`config.mk`:
```
export PLATFORM = sky130hd
export DESIGN_NAME = mem_bank_sequencer
export DESIGN_NICKNAME = d
export VERILOG_FILES = /design/src/rtl/mem_bank_sequencer.sv
export SDC_FILE = /design/constraint.sdc
export NUM_CORES = 1
export LEC_CHECK = 0
export BUFFER_PORTS_ARGS = -buffer_cell sky130_fd_sc_hd__buf_4
export CAP_MARGIN = 0
export CELL_PAD_IN_SITES_DETAIL_PLACEMENT = 2
export CELL_PAD_IN_SITES_GLOBAL_PLACEMENT = 2
export CORE_UTILIZATION = 22
export CTS_CLUSTER_DIAMETER = 80
export CTS_CLUSTER_SIZE = 20
export DETAILED_ROUTE_END_ITERATION = 6
export GPL_ROUTABILITY_DRIVEN = 1
export PLACE_DENSITY_LB_ADDON = 0.1
export SETUP_SLACK_MARGIN = 0.15
export SLEW_MARGIN = 20
export SYNTH_ARGS = -nofsm -noshare
export SYNTH_HDL_FRONTEND = slang
export SYNTH_SLANG_ARGS = --single-unit
export TNS_END_PERCENT = 30
```
`constraint.sdc`:
```
create_clock -name clk -period 1.42 [get_ports clk]
set_input_delay 0.071 -clock clk [delete_from_list [all_inputs] [get_ports clk]]
set_output_delay 0.071 -clock clk [all_outputs]
set_load 0.01 [all_outputs]
```
`src/rtl/mem_bank_sequencer.sv`:
```
// rtl/mem_bank_sequencer.sv - fill-then-arbitrate controller for one single-port memory bank
module mem_bank_sequencer #(
  parameter int DEPTH      = 1718,
  parameter int ADDR_WIDTH = 11,
  parameter int DATA_WIDTH = 18
) (
  input  logic                  clk,
  input  logic                  reset_n,
  input  logic                  reinit,
  input  logic                  req0,
  input  logic                  req1,
  input  logic                  we0,
  input  logic                  we1,
  input  logic [ADDR_WIDTH-1:0] addr0,
  input  logic [ADDR_WIDTH-1:0] addr1,
  input  logic [DATA_WIDTH-1:0] wdata0,
  input  logic [DATA_WIDTH-1:0] wdata1,
  output logic                  gnt0,
  output logic                  gnt1,
  output logic                  rvalid0,
  output logic                  rvalid1,
  output logic [DATA_WIDTH-1:0] rdata0,
  output logic [DATA_WIDTH-1:0] rdata1,
  output logic                  mem_en,
  output logic                  mem_we,
  output logic [ADDR_WIDTH-1:0] mem_addr,
  output logic [DATA_WIDTH-1:0] mem_wdata,
  input  logic [DATA_WIDTH-1:0] mem_rdata,
  output logic                  init_done
);

  typedef enum logic {S_FILL, S_RUN} state_t;

  localparam logic [ADDR_WIDTH-1:0] LAST_ADDR = ADDR_WIDTH'(DEPTH - 1);

  state_t                r_state, w_state_nxt;
  logic [ADDR_WIDTH-1:0] r_cnt, w_cnt_nxt;
  logic                  r_ptr, w_ptr_nxt;    // 1 = requester 1 wins a tie
  logic                  r_rvalid0, r_rvalid1;
  logic [DATA_WIDTH-1:0] r_rdata0, r_rdata1;
  logic                  w_gnt0, w_gnt1;

  // Outputs are gated by reset_n so the bank is idle the instant reset asserts.
  always_comb begin
    w_state_nxt = r_state;
    w_cnt_nxt   = r_cnt;
    w_ptr_nxt   = r_ptr;
    w_gnt0      = 1'b0;
    w_gnt1      = 1'b0;
    mem_en      = 1'b0;
    mem_we      = 1'b0;
    mem_addr    = '0;
    mem_wdata   = '0;
    if (reset_n) begin
      case (r_state)
        S_FILL: begin
          mem_en    = 1'b1;
          mem_we    = 1'b1;
          mem_addr  = r_cnt;
          mem_wdata = DATA_WIDTH'(r_cnt);
          if (r_cnt == LAST_ADDR) begin
            w_state_nxt = S_RUN;
            w_cnt_nxt   = '0;
          end else begin
            w_cnt_nxt = r_cnt + 1'b1;
          end
        end
        S_RUN: begin
          w_gnt0 = req0 & (~req1 | ~r_ptr);
          w_gnt1 = req1 & ~w_gnt0;
          if (w_gnt0) begin
            mem_en    = 1'b1;
            mem_we    = we0;
            mem_addr  = addr0;
            mem_wdata = wdata0;
            w_ptr_nxt = 1'b1;
          end else if (w_gnt1) begin
            mem_en    = 1'b1;
            mem_we    = we1;
            mem_addr  = addr1;
            mem_wdata = wdata1;
            w_ptr_nxt = 1'b0;
          end
          if (reinit) begin
            w_state_nxt = S_FILL;
            w_cnt_nxt   = '0;
          end
        end
        default: w_state_nxt = S_FILL;
      endcase
    end
  end

  always_ff @(posedge clk or negedge reset_n) begin
    if (!reset_n) begin
      r_state   <= S_FILL;
      r_cnt     <= '0;
      r_ptr     <= 1'b0;
      r_rvalid0 <= 1'b0;
      r_rvalid1 <= 1'b0;
      r_rdata0  <= '0;
      r_rdata1  <= '0;
    end else begin
      r_state   <= w_state_nxt;
      r_cnt     <= w_cnt_nxt;
      r_ptr     <= w_ptr_nxt;
      r_rvalid0 <= w_gnt0 & ~we0;
      r_rvalid1 <= w_gnt1 & ~we1;
      if (r_rvalid0) r_rdata0 <= mem_rdata;
      if (r_rvalid1) r_rdata1 <= mem_rdata;
    end
  end

  // Bank data passes straight through in the return cycle, then is held.
  assign gnt0      = w_gnt0;
  assign gnt1      = w_gnt1;
  assign rvalid0   = r_rvalid0;
  assign rvalid1   = r_rvalid1;
  assign rdata0    = r_rvalid0 ? mem_rdata : r_rdata0;
  assign rdata1    = r_rvalid1 ? mem_rdata : r_rdata1;
  assign init_done = (r_state == S_RUN);

endmodule

```
==> results.md <==
- Die area: 12100 sq um
- Max frequency: between 500 and 600 MHz
- Post-layout util: between 40% and 50%
- Multi-input gate area: about 1400 sq um
- Seq/Total Area, Yosys: between 40% and 50%
- Worst slew pin tran: between 0.3 and 0.4 ns
- Routed Wire Length: 10.8 mm
- Yosys reg bits: 51
- Mapped Area: about 2600 sq um
- Ports: ~160
- First-pass GRT wire length: about 16 mm
- Largest area contributor in the netlist: dfrtp_1
- CTS Buf Count: 5
- Final worst path period share: 125%
- Worst Path Required: roughly 1.4 ns
- DRC Markers: 0
- Seq. cell area: 1280 sq um
- Compound-Gate Fraction of Synth Area: between 10% and 20%
- Core ar.: 11400 sq um
- Setup violators final: 42
- Vias in the first global route: roughly 2700
- Top cell type's share of synthesized area: 49.6%
- Ys flop type: dfrtp_1
- Chip width: about 110 microns
- Post-synthesis mux area share: between 10% and 20%
- Syn_nets: a little over 300
- R2R setup slack: -0.05 ns
- Diode count: 0
- DR vias: about 2500
- Min-Delay Path Class: input port to async pin
- Largest net degree at the start of global routing: 27
- Synth area leaders: dfrtp_1 50%, mux2_2 10%, a221o_1 8.6%
- Asr flop ratio synth: 100%
- Post-synth EDFFs: 0
- Antenna Violating Nets Remaining: 0
- Placed cell count: 529
- Clk_lat worst skew: 0.30 ns
- Tot GR Track Use: 17.5%
- Critical path arrival: roughly 1.7 ns
- Root buffer cell: clkbuf_16
- Max-slew headroom: about 76%
- Adder-cell share of the synthesized area: less than 1%
- Reg2reg path depth: 4
- GPL Wtd Cong: between 0.7 and 0.8
- Status: finished with violations
- CTS tree: built
- Final Power: 0.00395 W
- Die Y: between 100 and 150 microns
- Synth Instances: around 220
- Vias per inst: about 4.7
- Overflow after GRT: 0
- Hpwl dp: between 7 and 8 mm
- Clock period minus worst slack: about 1.8 ns
- VDD IR-drop max: slightly above 0.7 mV
- Synth unique cells: 37
- Layout cells sized above 1: 62.9%
- Clock slew at reported path FFs: around 0.070 ns
- RSZ-0062 raised after global routing: true
- Routed WL per cell: approximately 20 microns
- Row cnt: 39
- Pwr Density: 830 nW/um^2
- Detailed Routing Iterations Pass 1: 3
- CTS Buffer Depth: 2
- DRT iter0 DRCs: 67
- Worst Skew: between 0.006 and 0.007 ns
- XOR/XNOR Fraction of Synth Area: 1.36%
- Min setup slack post-route: -0.361 ns
- Initial antenna violation count: 1
- Worst Path Max Fanout: 16
- Main combinational cell family by area after synthesis: multiplexers
- Failing checks: hold timing, setup timing
- Mean Syn Cell Area: about 12 sq um
- # nets final: around 490
- # fillers: between 1000 and 1500
- Area Growth Syn to Fin: 85.2%
- CP endpoint kind: output port
- Hold Slack: -0.00368 ns
- CTS Sinks: 51
- Simple-Gate Fraction of Synth Area: between 10% and 20%
- Finished Layout Cells: between 500 and 600
- Hold Fails Final Rpt: 5
- Crit path kind: register to output port
- # port buffers: about 150
- Leak: 2.39 nW
- Maxcap violations: 0
- Worst setup SP type: register
- H-tree lvl count: 2
- YS warnings: 0
- Final Max Slew Viols: 0
- Starting Density: between 20% and 30%
where the power goes:
group,leakage (nW),switching [W],internal (W)
combinational,1.62,0.000437,0.000592
sequential,0.692,0.0000994,0.00153
clock,0.0731,0.000584,0.000706
cells in the mapped netlist (2+ instances only):
master    count
a21boi_1      3
a221o_1      22
a22o_1        8
a22oi_1       2
a31oi_1       2
and2_1       14
and3_1        3
buf_2         9
clkbuf_1      6
dfrtp_1      51
ha_1          2
inv_1         5
mux2_1       13
mux2_2       23
nand2_1      11
nand3_1       5
nand4_1       6
nor2_1        6
nor2b_1       3
o21ai_0       2
o21ai_1       3
xor2_1        4
cell usage in the layout (no fill, tap or decap), types with 2 or more instances in the layout:
cell type / n
nor2b_2: 2
nand2_1: 9
a22oi_1: 2
mux2_4: 36
inv_1: 4
dlygate4sd3_1: 3
nand4_1: 6
buf_6: 44
buf_12: 4
and2_1: 13
dfrtp_2: 2
and3_4: 3
a22o_1: 8
clkbuf_16: 6
buf_4: 138
dfrtp_1: 49
xor2_1: 4
o21ai_1: 2
nand3_1: 5
buf_16: 2
a21boi_2: 2
nor2_1: 6
o21ai_0: 2
a221o_1: 22
timing repair:
action	CTS	global route
cloned	2	1
hold buffers	3	1
endpoints found under the hold margin	31	1
gates resized for setup	82	19
pin swaps	8	6
buffers inserted	1	2
setup endpoints to repair	81	83
final timing paths:
path	from	to
min in group clk	mem_rdata[0]	r_rdata0[0]$_DFF_PN0_
min	reset_n	r_cnt[3]$_DFFE_PN0P_
max	r_ptr$_DFFE_PN0P_	mem_wdata[9]
min reg2reg	r_rdata1[15]$_DFF_PN0_	r_rdata1[15]$_DFF_PN0_
max reg2reg	r_cnt[3]$_DFFE_PN0P_	r_cnt[7]$_DFFE_PN0P_
max in group asynchronous	reset_n	r_rdata0[17]$_DFF_PN0_
flip-flops by register name, indices dropped and copies added (netlist names):
name	count
rvalid1	1
r_ptr	1
r_rdata1	18
init_done	1
r_cnt	11
rvalid0	1
r_rdata0	18
critical path, stage by stage (launching register included):
cell and delay (ns):
dfrtp_1 0.39, inv_1 0.07, a21boi_2 0.06, and3_4 0.21, buf_12 0.15, a221o_1 0.38, buf_6 0.13
layer usage:
metal	GRT usage, %	vias to the layer above	wire length, microns
li1	-	1186	-
met5	0	-	12
met1	21.2	1291	4560
met3	3.88	10	538
met4	5.64	2	126
met2	30.8	55	5530
metrics by stage:
step / worst slack (ns) / area [sq um] / TNS [ns]
3_5_place_dp: -0.138 / 4120 / -1.38
6_report: -0.361 / 4760 / -9.87
4_1_cts: -0.364 / 4650 / -10.33
2_1_floorplan: 0.0433 / 2620 / 0
5_1_grt: -0.431 / 4760 / -14.95
3_3_place_gp: -0.0703 / 4120 / -0.498
area by class of cell:
type                       count  share of cell area, %
clock buffer                   6                   2.92
inverter                       5                  0.394
timing repair buffer         193                   36.4
multi-input combinational    147                   29.3
sequential                    51                   26.9
tap                          143                   3.76
clock inverter                 2                  0.342
cells by family (layout without fill, tap and decap cells):
kind of cell	count (synthesis)	count (layout)
compound gates	46	46
xor+xnor	4	4
fa+ha+maj	2	2
buf+inv	20	206
flops	51	51
mux	36	36
simple gates	59	59
(Power assumes the default switching activity.)
